$ cat src/rtl/pe_mac_acc_if.sv
// Operand/result bus of the systolic MAC processing element: input beat, neighbour pass-through and result handshake.
interface pe_mac_acc_if #(
    parameter int DATA_WIDTH = 8,
    parameter int LANES      = 1,
    parameter int ACC_WIDTH  = 32
);
    logic                          in_valid;
    logic                          in_ready;
    logic                          in_last;
    logic [LANES*DATA_WIDTH-1:0]   in_a;
    logic [LANES*DATA_WIDTH-1:0]   in_b;
    logic [LANES*DATA_WIDTH-1:0]   out_a;
    logic [LANES*DATA_WIDTH-1:0]   out_b;
    logic                          out_valid;
    logic                          out_last;
    logic                          acc_valid;
    logic                          acc_ready;
    logic [ACC_WIDTH-1:0]          acc_out;
    logic                          acc_sat;

    modport master (
        output in_valid, in_last, in_a, in_b, acc_ready,
        input  in_ready, out_a, out_b, out_valid, out_last, acc_valid, acc_out, acc_sat
    );

    modport slave (
        input  in_valid, in_last, in_a, in_b, acc_ready,
        output in_ready, out_a, out_b, out_valid, out_last, acc_valid, acc_out, acc_sat
    );
endinterface

$ cat src/rtl/pe_mac_acc.sv
// Systolic PE: register operands, multiply/sum lanes, accumulate until last, hold result behind valid/ready.
// Optional clamping on accumulator overflow when PE_SATURATE_EN is defined.
module pe_mac_acc #(
    parameter int DATA_WIDTH = 8,
    parameter int ACC_WIDTH  = 32,
    parameter int LANES      = 1
) (
    input  logic          clk,
    input  logic          reset,
    input  logic          enable,
    pe_mac_acc_if.slave   bus
);
    localparam int PROD_WIDTH = 2 * DATA_WIDTH;
    localparam int SUM_WIDTH  = 2 * DATA_WIDTH + $clog2(LANES);
    localparam int BUS_WIDTH  = LANES * DATA_WIDTH;

    typedef enum logic {EMPTY = 1'b0, FULL = 1'b1} res_state_t;

    res_state_t                    state_reg, state_next;
    logic                          advance;
    logic                          load_result;
    logic [BUS_WIDTH-1:0]          a1_reg, b1_reg;
    logic                          v1_reg, last1_reg;
    logic signed [PROD_WIDTH-1:0]  prod [LANES];
    logic signed [SUM_WIDTH-1:0]   sum_next, sum2_reg;
    logic                          v2_reg, last2_reg;
    logic signed [ACC_WIDTH-1:0]   acc_reg, acc_next, acc_out_reg;

    // A pending result that nobody takes stalls every stage, including pass-through.
    assign advance      = enable && !(state_reg == FULL && !bus.acc_ready);
    assign load_result  = advance && v2_reg && last2_reg;
    assign bus.in_ready = advance;

    generate
        for (genvar gi = 0; gi < LANES; gi++) begin : g_lane
            assign prod[gi] = $signed(a1_reg[gi*DATA_WIDTH +: DATA_WIDTH])
                            * $signed(b1_reg[gi*DATA_WIDTH +: DATA_WIDTH]);
        end
    endgenerate

    always_comb begin
        sum_next = '0;
        for (int i = 0; i < LANES; i++) begin
            sum_next = sum_next + SUM_WIDTH'(prod[i]);
        end
    end

`ifdef PE_SATURATE_EN
    logic signed [ACC_WIDTH:0] wide_sum;
    logic                      clamp;
    logic                      sat_sticky_reg, acc_sat_reg;

    assign wide_sum = (ACC_WIDTH+1)'(acc_reg) + (ACC_WIDTH+1)'(sum2_reg);

    // Overflow shows as disagreement between the extra sign bit and the result MSB.
    always_comb begin
        acc_next = wide_sum[ACC_WIDTH-1:0];
        clamp    = 1'b0;
        if (wide_sum[ACC_WIDTH] != wide_sum[ACC_WIDTH-1]) begin
            clamp    = 1'b1;
            acc_next = wide_sum[ACC_WIDTH] ? {1'b1, {(ACC_WIDTH-1){1'b0}}}
                                           : {1'b0, {(ACC_WIDTH-1){1'b1}}};
        end
    end

    always_ff @(posedge clk) begin
        if (reset) begin
            sat_sticky_reg <= 1'b0;
            acc_sat_reg    <= 1'b0;
        end else if (advance && v2_reg) begin
            if (last2_reg) begin
                acc_sat_reg    <= sat_sticky_reg | clamp;
                sat_sticky_reg <= 1'b0;
            end else begin
                sat_sticky_reg <= sat_sticky_reg | clamp;
            end
        end
    end

    assign bus.acc_sat = acc_sat_reg;
`else
    assign acc_next    = acc_reg + ACC_WIDTH'(sum2_reg);
    assign bus.acc_sat = 1'b0;
`endif

    always_comb begin
        state_next = state_reg;
        case (state_reg)
            EMPTY:   if (load_result) state_next = FULL;
            FULL:    if (bus.acc_ready && !load_result) state_next = EMPTY;
            default: state_next = EMPTY;
        endcase
    end

    always_ff @(posedge clk) begin
        if (reset) begin
            state_reg   <= EMPTY;
            a1_reg      <= '0;
            b1_reg      <= '0;
            v1_reg      <= 1'b0;
            last1_reg   <= 1'b0;
            sum2_reg    <= '0;
            v2_reg      <= 1'b0;
            last2_reg   <= 1'b0;
            acc_reg     <= '0;
            acc_out_reg <= '0;
        end else begin
            state_reg <= state_next;
            if (advance) begin
                a1_reg    <= bus.in_a;
                b1_reg    <= bus.in_b;
                last1_reg <= bus.in_last;
                v1_reg    <= bus.in_valid;
                sum2_reg  <= sum_next;
                v2_reg    <= v1_reg;
                last2_reg <= last1_reg;
                if (v2_reg) begin
                    if (last2_reg) begin
                        acc_out_reg <= acc_next;
                        acc_reg     <= '0;
                    end else begin
                        acc_reg     <= acc_next;
                    end
                end
            end
        end
    end

    assign bus.out_a     = a1_reg;
    assign bus.out_b     = b1_reg;
    assign bus.out_valid = v1_reg;
    assign bus.out_last  = last1_reg;
    assign bus.acc_valid = (state_reg == FULL);
    assign bus.acc_out   = acc_out_reg;
endmodule
$ cat src/flat_wrapper.sv
// flat-port wrapper written by rule: the top's interface ports become plain ports
module pe_mac_acc_flat 
#(
    parameter int DATA_WIDTH = 8,
    parameter int ACC_WIDTH  = 32,
    parameter int LANES      = 1
)
  (clk, reset, enable, bus_in_valid, bus_in_last, bus_in_a, bus_in_b, bus_acc_ready, bus_in_ready, bus_out_a, bus_out_b, bus_out_valid, bus_out_last, bus_acc_valid, bus_acc_out, bus_acc_sat);
  pe_mac_acc_if #(.DATA_WIDTH(DATA_WIDTH), .LANES(LANES), .ACC_WIDTH(ACC_WIDTH)) bus_i ();
  input  logic clk;
  input  logic reset;
  input  logic enable;
  input wire logic [$bits(bus_i.in_valid)-1:0] bus_in_valid;
  input wire logic [$bits(bus_i.in_last)-1:0] bus_in_last;
  input wire logic [$bits(bus_i.in_a)-1:0] bus_in_a;
  input wire logic [$bits(bus_i.in_b)-1:0] bus_in_b;
  input wire logic [$bits(bus_i.acc_ready)-1:0] bus_acc_ready;
  output wire logic [$bits(bus_i.in_ready)-1:0] bus_in_ready;
  output wire logic [$bits(bus_i.out_a)-1:0] bus_out_a;
  output wire logic [$bits(bus_i.out_b)-1:0] bus_out_b;
  output wire logic [$bits(bus_i.out_valid)-1:0] bus_out_valid;
  output wire logic [$bits(bus_i.out_last)-1:0] bus_out_last;
  output wire logic [$bits(bus_i.acc_valid)-1:0] bus_acc_valid;
  output wire logic [$bits(bus_i.acc_out)-1:0] bus_acc_out;
  output wire logic [$bits(bus_i.acc_sat)-1:0] bus_acc_sat;
  assign bus_i.in_valid = bus_in_valid;
  assign bus_i.in_last = bus_in_last;
  assign bus_i.in_a = bus_in_a;
  assign bus_i.in_b = bus_in_b;
  assign bus_i.acc_ready = bus_acc_ready;
  assign bus_in_ready = bus_i.in_ready;
  assign bus_out_a = bus_i.out_a;
  assign bus_out_b = bus_i.out_b;
  assign bus_out_valid = bus_i.out_valid;
  assign bus_out_last = bus_i.out_last;
  assign bus_acc_valid = bus_i.acc_valid;
  assign bus_acc_out = bus_i.acc_out;
  assign bus_acc_sat = bus_i.acc_sat;
  pe_mac_acc #(.DATA_WIDTH(DATA_WIDTH), .ACC_WIDTH(ACC_WIDTH), .LANES(LANES)) u_core (.clk(clk), .reset(reset), .enable(enable), .bus(bus_i));
endmodule
$ cat config.mk
export PLATFORM = sky130hd
export DESIGN_NAME = pe_mac_acc_flat
export DESIGN_NICKNAME = d
export VERILOG_FILES = /design/src/rtl/pe_mac_acc_if.sv /design/src/rtl/pe_mac_acc.sv /design/src/flat_wrapper.sv
export SDC_FILE = /design/constraint.sdc
export NUM_CORES = 1
export LEC_CHECK = 0
export CORE_UTILIZATION = 53
export CTS_CLUSTER_SIZE = 30
export DETAILED_ROUTE_END_ITERATION = 16
export GPL_ROUTABILITY_DRIVEN = 0
export GPL_TIMING_DRIVEN = 0
export HOLD_SLACK_MARGIN = 0.08
export PLACE_DENSITY_LB_ADDON = 0.15
export REMOVE_ABC_BUFFERS = 1
export SYNTH_ARGS = -nofsm -noshare
export SYNTH_HDL_FRONTEND = slang
export SYNTH_SLANG_ARGS = --single-unit
$ cat constraint.sdc
create_clock -name clk -period 4.8 [get_ports clk]
set_clock_uncertainty 0.1 [all_clocks]
set_input_delay 0.96 -clock clk [delete_from_list [all_inputs] [get_ports clk]]
set_output_delay 0.96 -clock clk [all_outputs]
set_load 0.005 [all_outputs]
---- After elaboration in Yosys (flattened, before gate mapping) ----
Cells that the tools add are included.
word-level totals
  register bits ........................... 101
  input bits .............................. 22
cells by class
  mux-type cells .......................... 4
  $mul .................................... 1
  bitwise operators ....................... 1
  add/subtract/negate cells ............... 1
  reduce and logical (&&, ||, !) cells .... 10
operators with widths
  operator                            number
  adder 32 x 16 -> 32 bit             1
  2-to-1 mux 32 bit                   1
  multiplier 8 x 8 -> 16 bit          1
  logical AND 1 bit                   5
  zero test 1 bit                     3
  AND reduction 3 bit                 1
  2-to-1 mux 1 bit                    2
  one-hot mux 1 bit (2 select lines)  1
  AND reduction 2 bit                 1
  inverter 1 bit                      1

---- Longest topological paths before layout ----
Gate-level depths: netlist (run 1).
  depth in word-level cells ............... 10
  depth in mapped cells ................... 19
  depth with buffers taken out ............ 18

---- Worst setup path after synthesis (run 1) ----
No wires, ideal clock.
  path kind ............................... register to register
  start point ............................. reg u_core.b1_reg[4] (netlist: u_core.bus.out_b[4])
  end point ............................... reg u_core.sum2_reg[15]
  setup slack ............................. 172 ps
  data arrival time ....................... 4457 ps
  setup time .............................. 70 ps
  cell stages (with the launch flop) ...... 18
  clock period less this slack ............ 4628 ps
  cells stage by stage .................... dfxtp_1 -> clkbuf_1 -> and2_1 -> fa_1 -> inv_1 -> fa_1 -> inv_1 -> fa_1 -> inv_1 -> fa_1 -> inv_1 -> ha_1 -> a2111oi_0 -> o31ai_1 -> o41ai_1 -> xnor2_1 -> nand2_1 -> a21oi_1
on the way
  cells in the longest elaborated chain, start to end .. 1
ends and longest elaborated chain
  what                        line               source
  start: declaration          pe_mac_acc.sv:22   logic [BUS_WIDTH-1:0] a1_reg, b1_reg;
  start signal: assignment    pe_mac_acc.sv:111  b1_reg <= bus.in_b;
  multiplier 8 x 8 -> 16 bit  pe_mac_acc.sv:37   * $signed(b1_reg[gi*DATA_WIDTH +: DATA_WIDTH]);
  end signal: assignment      pe_mac_acc.sv:114  sum2_reg <= sum_next;
  end: declaration            pe_mac_acc.sv:25   logic signed [SUM_WIDTH-1:0] sum_next, sum2_reg;
No other way between the ends.
A chain may end at the register's enable or synchronous reset.

---- Worst setup path in the final report (run 1) ----
  start point ............................. reg u_core.a1_reg[5] (netlist: u_core.bus.out_a[5])
  end point ............................... reg u_core.sum2_reg[15]
on the way
  cells in the longest elaborated chain, start to end .. 1
ends and longest elaborated chain
  what                        line               source
  start: declaration          pe_mac_acc.sv:22
  start signal: assignment    pe_mac_acc.sv:110  a1_reg <= bus.in_a;
  multiplier 8 x 8 -> 16 bit  pe_mac_acc.sv:37
No other way between the ends.

==> impl_results.md, run 1 <==
- Area grow syn2layout: 15.30%
- Post-DR vias/cell: 5.469
- Setup violations, final: 0
- Slew Limit Headroom: 13.26%
- Maximum vdd ir drop: 0.0001807 V
- R2R Path Start: u_core.bus.out_a[5]$_SDFFE_PP0P_
- Sequential share of the synthesized area: 25.95%
- DRC Markers: 0
- Max-cap violations: 0
- CTS Buffer Depth: 2
- Critical Path Fanout Max: 10
- Largest net degree at the start of global routing: 66
- Most common cell on crit path: fa_1
- Non-filler cells in the finished layout: 1,164
- DP HPWL: 12,190 um
- Final hold vios: 0
- CORE AREA: 14,100 um2
- Required time of the worst setup path: 4.99 ns
- Synthesized netlist cell count: 936
- Drt initial violations: 353
- Family with the most delay on the worst path: adder cells
- #FFs+latches synth: 101
- Post-synth ARST share: 0%
- Nets: 1,117
- Yosys cell types: 76
- Critical path class: reg -> reg
- Mapped Avg Cell Area: 8.325 um2
- Cells along the critical path: nand2_1, fa_1, inv_1, fa_1, fa_1, inv_1, fa_1, inv_1, ha_1, or2_2, a21oi_2, o31ai_2, o41ai_2, xnor2_1, nand2_1, a21oi_1
- Slew @ Worst Pin: 1.301 ns
- CP Buf/Inv Count: 3
- R2R Path End: u_core.sum2_reg[15]$_SDFFE_PP0P_
- Synth Flop Type: dfxtp_1
- Most frequent cells in the layout: 153 x nand2_1, 95 x inv_1, 88 x dfxtp_1, 81 x a21oi_1, 72 x clkdlybuf4s50_1
- Fillcell total: 1,287
- Setup TNS: 0 ns
- Max stage delay cell, worst path: fa_1
- Post-Syn Area: 7792 um2
- Ys Warns: 0
- EDFF count, synth: 0
- Root Buffer Master: clkbuf_16
- Cell taking the most area after synthesis: dfxtp_1
- IO buf count: 73
- R2r worst-path depth: 16
- Die area: 15,190 um2
- Die Wd: 123.3 um
- Routed WL: 17,240 um
- Placed Instances: 1,146
- Yosys top cell area share: 25.95%
- Vias in the first global route: 5,985
- Max Fclk: 219.6 MHz
- Detailed-route via count: 6,366
- Worst Hold Class: reg -> reg
- Worst R2R Setup Slack: 0.25 ns
- CP Capture Type: register
- Num Clock Sinks: 101
- Total grt overflow: 0
- Crit path arrival time: 4.75 ns
- Pleak: 3.787 nW
- Cts bufs inserted: 9
- Startpoint types: register
- Crit path time final: 4.554 ns
- Fin. max-slew vios: 0
- I/O Pins: 75
- RSZ-0062 raised after global routing: no
- First-pass GRT wire length: 29,210 um
- All-layer global routing usage: 24.63%
- Hold depth: 2
- Clock transition at path regs: 0.07 ns
- Initial core utilization: 55.28%
- Most common cell after layout, fill and taps aside: nand2_1
- Hold Path End: u_core.bus.acc_out[1]$_SDFFE_PP0P_
- CP peak stage delay: 0.54 ns
- Min-delay src: u_core.bus.acc_out[1]$_SDFFE_PP0P_
- Antenna diodes: 0
- Placement Rows: 43
- Die height: 123.3 um
- Initial antenna violation count: 0
- Final ANT Viol Nets: 0
- Power Dens Cells: 220.2 nW/um2
- Share of cells above drive strength 1: 7.419%
- Clock Latency Late Sink: 0.36 ns
- Ranking of synthesized cells by area: dfxtp_1 26%, fa_1 14%, ha_1 9.6%, nand2_1 7.4%, a21oi_1 5.4%
- Clock H-tree levels: 3
- Hold_buf cts: 0
- WL/cell: 14.81 um
- Pre-Repair DR Iteration Count: 4
- Outcome: complete, no violations
- CTS tree: built
- Crit share post-route: 94.87%
## per-layer routing
layer / share of wire (%) / global-route usage, % / up-vias
li1: - / - / 3230
met1: 50 / 34.27 / 2998
met2: 45 / 39.59 / 122
met3: 3.1 / 3.090 / 16
met4: 1.4 / 8.133 / 0
met5: 0 / 0 / -
## cells in the mapped netlist, types with 2 or more instances
| cell type | number |
|---|---|
| nor3_1 | 12 |
| o21ai_2 | 4 |
| or4_1 | 8 |
| a22o_1 | 8 |
| o211ai_1 | 2 |
| nor4b_1 | 7 |
| xnor2_1 | 27 |
| ha_1 | 60 |
| a31oi_1 | 9 |
| o21ai_1 | 4 |
| a21o_2 | 4 |
| and2_1 | 43 |
| buf_1 | 9 |
| o21bai_1 | 5 |
| a2111oi_0 | 2 |
| nand3_1 | 20 |
| a21oi_1 | 84 |
| nand2b_1 | 8 |
| o211ai_2 | 2 |
| a311o_1 | 2 |
| nor2b_1 | 4 |
| nand4_1 | 12 |
| dfxtp_1 | 101 |
| nor3b_1 | 3 |
| or3_1 | 4 |
| inv_1 | 95 |
| o21ai_0 | 25 |
| a211o_1 | 2 |
| a22oi_1 | 11 |
| xor2_1 | 13 |
| nand2_1 | 154 |
| a21o_1 | 9 |
| buf_4 | 2 |
| nor2_1 | 43 |
| buf_2 | 5 |
| fa_1 | 56 |
| a211oi_1 | 7 |
| and3_1 | 4 |
| clkbuf_1 | 26 |
| o21a_1 | 4 |
## what timing repair did
item                       4_1_cts  5_1_grt
hold endpoints to repair         0        0
setup endpoints to repair       66        5
setup buffers                    0        0
cloned                           2        0
gates resized for setup          5       23
## layout make-up
type	instances	area (um2)	share of cell area, %
multi-input combinational	693	5260	58.54
sequential	101	2041	22.71
timing repair buffer	76	790.8	8.801
inverter	96	360.3	4.011
clock buffer	10	229.0	2.548
tap	180	225.2	2.507
clock inverter	6	68.82	0.7659
timing repair inverter	2	10.01	0.1114
## report_power, final
part | total [W] | switching (W) | internal (W)
clock | 0.000759 | 0.000350 | 0.000409
sequential | 0.000891 | 0.0000336 | 0.000857
combinational | 0.000328 | 0.000187 | 0.000141
total | 0.00198 | 0.000571 | 0.00141
## worst min-delay path: stages (launching register included)
cell and delay [ns]:
dfxtp_1 0.31, nand2_1 0.05, a21oi_1 0.05
## how the worst max path moves through the flow
| stage | from | endpoint | depth (start not counted) |
|---|---|---|---|
| final | u_core.bus.out_a[5]$_SDFFE_PP0P_ | u_core.sum2_reg[15]$_SDFFE_PP0P_ | 16 |
| after global routing | u_core.bus.out_a[5]$_SDFFE_PP0P_ | u_core.sum2_reg[15]$_SDFFE_PP0P_ | 16 |
| after CTS | u_core.bus.out_b[4]$_SDFFE_PP0P_ | u_core.sum2_reg[15]$_SDFFE_PP0P_ | 17 |
| after detailed placement | bus_acc_ready | u_core.acc_reg[23]$_SDFFE_PP0P_ | 8 |
| after global placement | bus_acc_ready | u_core.bus.acc_out[23]$_SDFFE_PP0P_ | 7 |
| after floorplan | u_core.bus.out_b[7]$_SDFFE_PP0P_ | u_core.sum2_reg[15]$_SDFFE_PP0P_ | 15 |
## metrics by stage
step / power (W) / hold WS (ns) / utilization (%) / instance area (um2) / setup WS (ns)
after floorplan: 0.001119 / 0.3295 / - / 7580 / 0.2226
after global placement: 0.001221 / 0.3390 / 60.55 / 8536 / -1.746
after detailed placement: 0.001230 / 0.3457 / 61.04 / 8605 / -1.605
after CTS: 0.001993 / 0.3571 / 63.33 / 8927 / 0.01487
after global routing: 0.002076 / 0.3786 / 63.74 / 8985 / 0.03603
final: 0.001978 / 0.3543 / 63.74 / 8985 / 0.2463
## logic make-up (layout without fill, tap and decap cells)
| family | Yosys count | count (layout) | share of synthesized area, % |
|---|---|---|---|
| mux | 1 | 1 | 0.1285 |
| compound gates | 201 | 201 | 16.99 |
| flops | 101 | 101 | 25.95 |
| other cells | 1 | 1 | 0.04812 |
| buf+inv | 142 | 190 | 7.354 |
| xor+xnor | 41 | 41 | 4.785 |
| fa+ha+maj | 116 | 116 | 24.02 |
| simple gates | 333 | 333 | 20.73 |
Note: power is estimated with default switching activity, not from simulation.
==> inputs of run 2 (changes only) <==
--- a/config.mk
+++ b/config.mk
@@ -5,7 +5,7 @@
 export SDC_FILE = /design/constraint.sdc
 export NUM_CORES = 1
 export LEC_CHECK = 0
-export CORE_UTILIZATION = 53
+export CORE_UTILIZATION = 59
 export CTS_CLUSTER_SIZE = 30
 export DETAILED_ROUTE_END_ITERATION = 16
 export GPL_ROUTABILITY_DRIVEN = 0
==> constraint.sdc (replaced) <==
create_clock -name clk -period 4.66 [get_ports clk]
set_clock_uncertainty 0.1 [all_clocks]
set_input_delay 0.932 -clock clk [delete_from_list [all_inputs] [get_ports clk]]
set_output_delay 0.932 -clock clk [all_outputs]
set_load 0.005 [all_outputs]
==> run 2 against run 1 <==
  * Hold slack got worse by 0.00087 ns
  * Die area down 10%
  * Sequential share of layout area fell by 0.11 points
  * Critical path type unchanged
  * Largest cell class unchanged
==> impl_results.md, run 2 (same netlist as run 1, synthesis figures left out) <==
- Hold depth: 2 (unchanged)
- Slew Limit Headroom: 13.83% (+0.57 points)
- Crit path arrival time: 4.65 ns (-0.10 ns)
- Antenna diodes: 0 (unchanged)
- Sw Ratio: 29.04% (+0.18 points)
- Total grt overflow: 0 (unchanged)
- Initial antenna violation count: 0 (unchanged)
- Outcome: complete, no violations
- Most frequent cells in the layout: 151 x nand2_1, 90 x inv_1, 85 x dfxtp_1, 80 x a21oi_1, 72 x clkdlybuf4s50_1
- First-pass GRT wire length: 28,470 um (-2.6%)
- Maximum vdd ir drop: 0.0001606 V (-11%)
- Hold Path End: u_core.bus.acc_out[16]$_SDFFE_PP0P_
- Detailed-route via count: 6,583 (+3.4%)
- Critical path class: reg -> reg
- Worst Hold Class: reg -> reg
- Die area: 13,670 um2 (-10%)
- Max-cap violations: 0 (unchanged)
- Crit path time final: 4.494 ns (-0.05982 ns)
- CTS tree: built
- Crit share post-route: 96.43% (+1.6 points)
- Total power: 0.002077 W (+5.0%)
- DRC Markers: 0 (unchanged)
- Drt initial violations: 415 (+18%)
- Setup TNS: 0 ns (unchanged)
- Startpoint types: register
- All-layer global routing usage: 26.51% (+1.9 points)
- R2R Path Start: u_core.bus.out_b[4]$_SDFFE_PP0P_
- IO buf count: 73 (unchanged)
- Max Fclk: 222.5 MHz (+1.3%)
- Clock share of power: 38.5% (about the same)
- Final hold vios: 0 (unchanged)
- CP Capture Type: register
- Routed WL: 17,610 um (+2.1%)
- Clock H-tree levels: 3 (unchanged)
- WL/cell: 15.00 um (+1.3%)
- CORE AREA: 12,770 um2 (-9.4%)
- Fin. max-slew vios: 0 (unchanged)
- Int Pwr: 0.001474 W (+4.7%)
- Required time of the worst setup path: 4.82 ns (-0.17 ns)
- Area grow syn2layout: 18.05%
- Seq pwr share: 43.9% (-1.1 points)
- Slew @ Worst Pin: 1.293 ns (-0.008495 ns)
- Pre-Repair DR Iteration Count: 4 (unchanged)
- Die Wd: 116.9 um (-5.1%)
- Placement Rows: 41 (-4.7%)
- Cts bufs inserted: 9 (unchanged)
- Min-delay src: u_core.bus.acc_out[16]$_SDFFE_PP0P_
- Die height: 116.9 um (-5.1%)
- DP HPWL: 11,730 um (-3.7%)
- Num Clock Sinks: 101 (unchanged)
- R2R Path End: u_core.sum2_reg[14]$_SDFFE_PP0P_
- Combinational power share: 17.6% (+1.0 points)
- Power Dens Cells: 225.8 nW/um2 (+2.6%)
- Worst R2R Setup Slack: 0.17 ns (-0.08 ns)
- CTS Buffer Depth: 2 (unchanged)
- Hold_buf cts: 0 (unchanged)
- Largest net degree at the start of global routing: 91 (+38%)
- Initial core utilization: 61.00% (+5.7 points)
- Setup violations, final: 0 (unchanged)
- Critical Path Fanout Max: 8 (-2)
- Share of cells above drive strength 1: 10.88% (+3.5 points)
- Final ANT Viol Nets: 0 (unchanged)
- Clock Latency Late Sink: 0.36 ns (about the same)
- R2r worst-path depth: 17 (+1)
- Final instance area: 9199 um2 (+2.4%)
- Pleak: 3.867 nW (+2.1%)
- Clock transition at path regs: 0.07 ns (about the same)
- I/O Pins: 75 (unchanged)
- Root Buffer Master: clkbuf_16
- Most common cell after layout, fill and taps aside: nand2_1
- Nets: 1,135 (+1.6%)
- Post-DR vias/cell: 5.607 (+2.5%)
- Vias in the first global route: 6,012 (+0.45%)
- Switching power total: 0.0006032 W (+5.7%)
- Placed cell areas: 8547 um2 (-0.67%)
## run 2: critical path: stages, from the launching register on
cell and delay, ns:
dfxtp_4 0.38, buf_4 0.14, and2_1 0.16, fa_1 0.48, ha_1 0.29, inv_1 0.05
fa_1 0.50, fa_1 0.54, inv_1 0.06, ha_4 0.25, nor2b_1 0.14, o21ai_0 0.30
a21boi_0 0.19, o21ai_1 0.21, a21oi_2 0.10, a31oi_1 0.23, mux2i_1 0.21, nand2_1 0.06
## run 2: per-layer routing
layer  wire, um  vias to the layer above  global-route usage [%]
met5          0                        -                       0
met4        335                        0                   10.30
met3        587                       26                   3.296
met2       8445                      146                   44.50
met1       8239                     3138                   34.98
li1           -                     3273                       -
## run 2: worst max path at each step
stage,from,end,slack [ns],cells past startpoint
finish,u_core.bus.out_b[4]$_SDFFE_PP0P_,u_core.sum2_reg[14]$_SDFFE_PP0P_,0.17,17
global route,u_core.bus.out_a[7]$_SDFFE_PP0P_,u_core.sum2_reg[15]$_SDFFE_PP0P_,-0.05,17
CTS,u_core.bus.out_b[7]$_SDFFE_PP0P_,u_core.sum2_reg[15]$_SDFFE_PP0P_,0.01,16
detailed placement,bus_acc_ready,u_core.acc_reg[23]$_SDFFE_PP0P_,-1.51,8
global placement,bus_acc_ready,u_core.bus.acc_out[23]$_SDFFE_PP0P_,-1.62,7
floorplan,u_core.bus.out_b[7]$_SDFFE_PP0P_,u_core.sum2_reg[15]$_SDFFE_PP0P_,0.08,15
## run 2: power by group through the flow
stage          Clock [W]  Sequential [W]  Combinational (W)
5_1_grt         0.000836        0.000915           0.000410
3_3_place_gp           0        0.000935           0.000320
6_report        0.000800        0.000911           0.000366
2_1_floorplan          0        0.000923           0.000229
4_1_cts         0.000802        0.000917           0.000336
3_5_place_dp           0        0.000936           0.000328
## run 2: stage by stage
| step | util, % | setup slack (ns) | hold WS, ns | cells |
|---|---|---|---|---|
| 2_1_floorplan | - | 0.08258 | 0.3295 | 890 |
| 3_3_place_gp | 66.75 | -1.622 | 0.3389 | 1135 |
| 3_5_place_dp | 66.91 | -1.510 | 0.3464 | 1136 |
| 4_1_cts | 69.92 | 0.01245 | 0.3561 | 1154 |
| 5_1_grt | 72.01 | -0.05346 | 0.3749 | 1174 |
| 6_report | 72.01 | 0.1662 | 0.3534 | 1174 |
## run 2: area by class of cell
type                       instances  area, um2
multi-input combinational        693       5331
sequential                       101       2079
clock inverter                     6      71.32
tap                              172      215.2
timing repair buffer              94      888.4
timing repair inverter             2      10.01
clock buffer                      10      239.0
inverter                          96      364.1
fill                            1005       3575
## run 2: what timing repair did
| action | CTS | global route |
|---|---|---|
| gates cloned | 2 | 0 |
| setup endpoints to repair | 71 | 6 |
| setup buffers | 0 | 20 |
| resized for setup | 20 | 44 |
| pin swaps | 0 | 18 |
==> inputs of run 3 (changes only) <==
--- a/config.mk
+++ b/config.mk
@@ -5,11 +5,10 @@
 export SDC_FILE = /design/constraint.sdc
 export NUM_CORES = 1
 export LEC_CHECK = 0
-export CORE_UTILIZATION = 59
+export CORE_UTILIZATION = 40
 export CTS_CLUSTER_SIZE = 30
 export DETAILED_ROUTE_END_ITERATION = 16
 export GPL_ROUTABILITY_DRIVEN = 0
-export GPL_TIMING_DRIVEN = 0
 export HOLD_SLACK_MARGIN = 0.08
 export PLACE_DENSITY_LB_ADDON = 0.15
 export REMOVE_ABC_BUFFERS = 1
==> run 3 against run 2 <==
  * Sequential cell count is the same
  * Critical path depth down 1
  * Clock-buffer cell count did not move
  * Highest routed layer unchanged
==> impl_results.md, run 3 (same netlist as run 1, synthesis figures left out) <==
- Sw Ratio: 29.26% (+0.22 points)
- Hold_buf cts: 0 (unchanged)
- CTS Buffer Depth: 2 (unchanged)
- Post-DR vias/cell: 4.999 (-11%)
- Clock transition at path regs: 0.07 ns (about the same)
- Cts bufs inserted: 9 (unchanged)
- Most frequent cells in the layout: 153 x nand2_1, 94 x inv_1, 87 x dfxtp_1, 81 x a21oi_1, 72 x clkdlybuf4s50_1
- Max Fclk: 225.2 MHz (+1.2%)
- Die area: 20,040 um2 (+47%)
- Seq pwr share: 43.3% (-0.6 points)
- Clock share of power: 38.8% (+0.3 points)
- Fillcell total: 1,929 (+92%)
- Area grow syn2layout: 19.54%
- Pre-Repair DR Iteration Count: 7 (+3)
- IO buf count: 73 (unchanged)
- Int Pwr: 0.001484 W (+0.70%)
- Maximum vdd ir drop: 0.0001762 V (+9.7%)
- Startpoint types: register
- Initial antenna violation count: 0 (unchanged)
- Power Dens Cells: 225.2 nW/um2 (-0.25%)
- Non-filler cells in the finished layout: 1,270 (+8.2%)
- Clock H-tree levels: 3 (unchanged)
- Crit share post-route: 95.30% (-1.1 points)
- Fin. max-slew vios: 0 (unchanged)
- First-pass GRT wire length: 31,260 um (+9.8%)
- Detailed-route via count: 6,349 (-3.6%)
- Final Util: 49.30% (-23 points)
- Final instance area: 9315 um2 (+1.3%)
- CTS tree: built
- CP Capture Type: register
- Num Clock Sinks: 101 (unchanged)
- DRC Markers: 0 (unchanged)
- Setup violations, final: 0 (unchanged)
- Largest net degree at the start of global routing: 53 (-42%)
- Die height: 141.6 um (+21%)
- Worst Hold Class: reg -> reg
- Nets: 1,143 (+0.70%)
- Placement Rows: 50 (+22%)
- Crit path time final: 4.441 ns (-0.05299 ns)
- Crit path arrival time: 4.64 ns (about the same)
- Combinational power share: 17.8% (+0.2 points)
- Die Wd: 141.6 um (+21%)
- WL/cell: 14.32 um (-4.5%)
- I/O Pins: 75 (unchanged)
- Share of cells above drive strength 1: 10.20% (-0.68 points)
- Multi-input gate area: 5304 um2 (-0.52%)
- All-layer global routing usage: 19.34% (-7.2 points)
- Register area: 2052 um2 (-1.3%)
- Critical path class: reg -> reg
- Vias in the first global route: 6,350 (+5.6%)
- Max-cap violations: 0 (unchanged)
- Clock Latency Late Sink: 0.36 ns (about the same)
- CORE AREA: 18,890 um2 (+48%)
- Pre-CTS WS: 0.0001528 ns (+1.510 ns)
- Slew Limit Headroom: 42.85% (+29 points)
- Final ANT Viol Nets: 0 (unchanged)
- Setup TNS: 0 ns (unchanged)
- Total grt overflow: 0 (unchanged)
- Routed WL: 18,180 um (+3.3%)
- Antenna diodes: 0 (unchanged)
- Outcome: complete, no violations
- Critical Path Fanout Max: 7 (-1)
- Drt initial violations: 234 (-44%)
- Placed Instances: 1,254 (+10%)
- Switching power total: 0.0006139 W (+1.8%)
- Slew @ Worst Pin: 0.8561 ns (-0.4365 ns)
- Final hold vios: 0 (unchanged)
- Placed cell areas: 8871 um2 (+3.8%)
- Root Buffer Master: clkbuf_16
- Pleak: 3.917 nW (+1.3%)
- Required time of the worst setup path: 4.86 ns (+0.04 ns)
- Most common cell after layout, fill and taps aside: nand2_1
- Initial core utilization: 41.25% (-20 points)
- DP HPWL: 13,260 um (+13%)
- Setup ws final: 0.2192 ns (+0.05299 ns)
[run 3: cell types whose count changed in the layout (fill, tap and decap cells not counted), sizes merged]
cell	delta
clkinvlp	-3
inv	+2
clkbuf	-2
clkinv	-1
buf	+12
[run 3: area by class of cell]
| type | count | area share [%] |
|---|---|---|
| Clock inverter | 6 | 0.7522 |
| Inverter | 96 | 3.868 |
| Timing Repair Buffer | 104 | 10.36 |
| Sequential cell | 101 | 22.03 |
| Clock buffer | 10 | 2.565 |
| Tap cell | 260 | 3.492 |
| Multi-Input combinational cell | 693 | 56.94 |
[run 3: worst max-delay path: stages (launching register included)]
cell	delay, ns
dfxtp_2	0.35
and2_1	0.18
fa_1	0.52
inv_1	0.04
fa_1	0.47
inv_1	0.06
fa_1	0.54
inv_1	0.06
fa_1	0.53
inv_1	0.06
ha_4	0.25
a2111oi_4	0.44
o31ai_4	0.10
o41ai_2	0.31
xnor2_1	0.15
nand2_1	0.08
a21oi_2	0.13
[run 3: path summary, 6_finish.rpt]
check	to	from	cells past startpoint	slack (ns)
hold / removal	u_core.bus.acc_out[5]$_SDFFE_PP0P_	u_core.bus.acc_out[5]$_SDFFE_PP0P_	2	0.35
setup / recovery	u_core.sum2_reg[15]$_SDFFE_PP0P_	u_core.bus.out_b[4]$_SDFFE_PP0P_	16	0.22
setup reg to reg	u_core.sum2_reg[15]$_SDFFE_PP0P_	u_core.bus.out_b[4]$_SDFFE_PP0P_	16	0.22
hold reg to reg	u_core.bus.acc_out[5]$_SDFFE_PP0P_	u_core.bus.acc_out[5]$_SDFFE_PP0P_	2	0.35
[run 3: power groups by stage]
stage	clock, W	combinational (W)	sequential [W]
final	0.000815	0.000374	0.000909
after global routing	0.000863	0.000423	0.000913
after CTS	0.000837	0.000361	0.000909
after detailed placement	0	0.000357	0.000930
after global placement	0	0.000356	0.000929
after floorplan	0	0.000229	0.000923
[run 3: through the flow]
stage | power [W] | hold slack [ns]
after floorplan | 0.001152 | 0.3295
after global placement | 0.001285 | 0.3411
after detailed placement | 0.001287 | 0.3457
after CTS | 0.002108 | 0.3571
after global routing | 0.002198 | 0.3685
final | 0.002098 | 0.3541
[run 3: routing by layer]
layer	share of wire, %	global-route usage, %	vias up
met5	0	0	-
met4	1.2	4.810	0
met3	2.7	2.970	17
met2	46	32.33	82
met1	50	26.10	2963
li1	-	-	3287
[run 3: what timing repair did]
| item | in CTS | in global routing |
|---|---|---|
| endpoints found under the hold margin | 0 | 0 |
| buffers inserted | 0 | 1 |
| setup endpoints to repair | 1 | 6 |
| gates resized for setup | 5 | 36 |
| pin swaps | 0 | 12 |
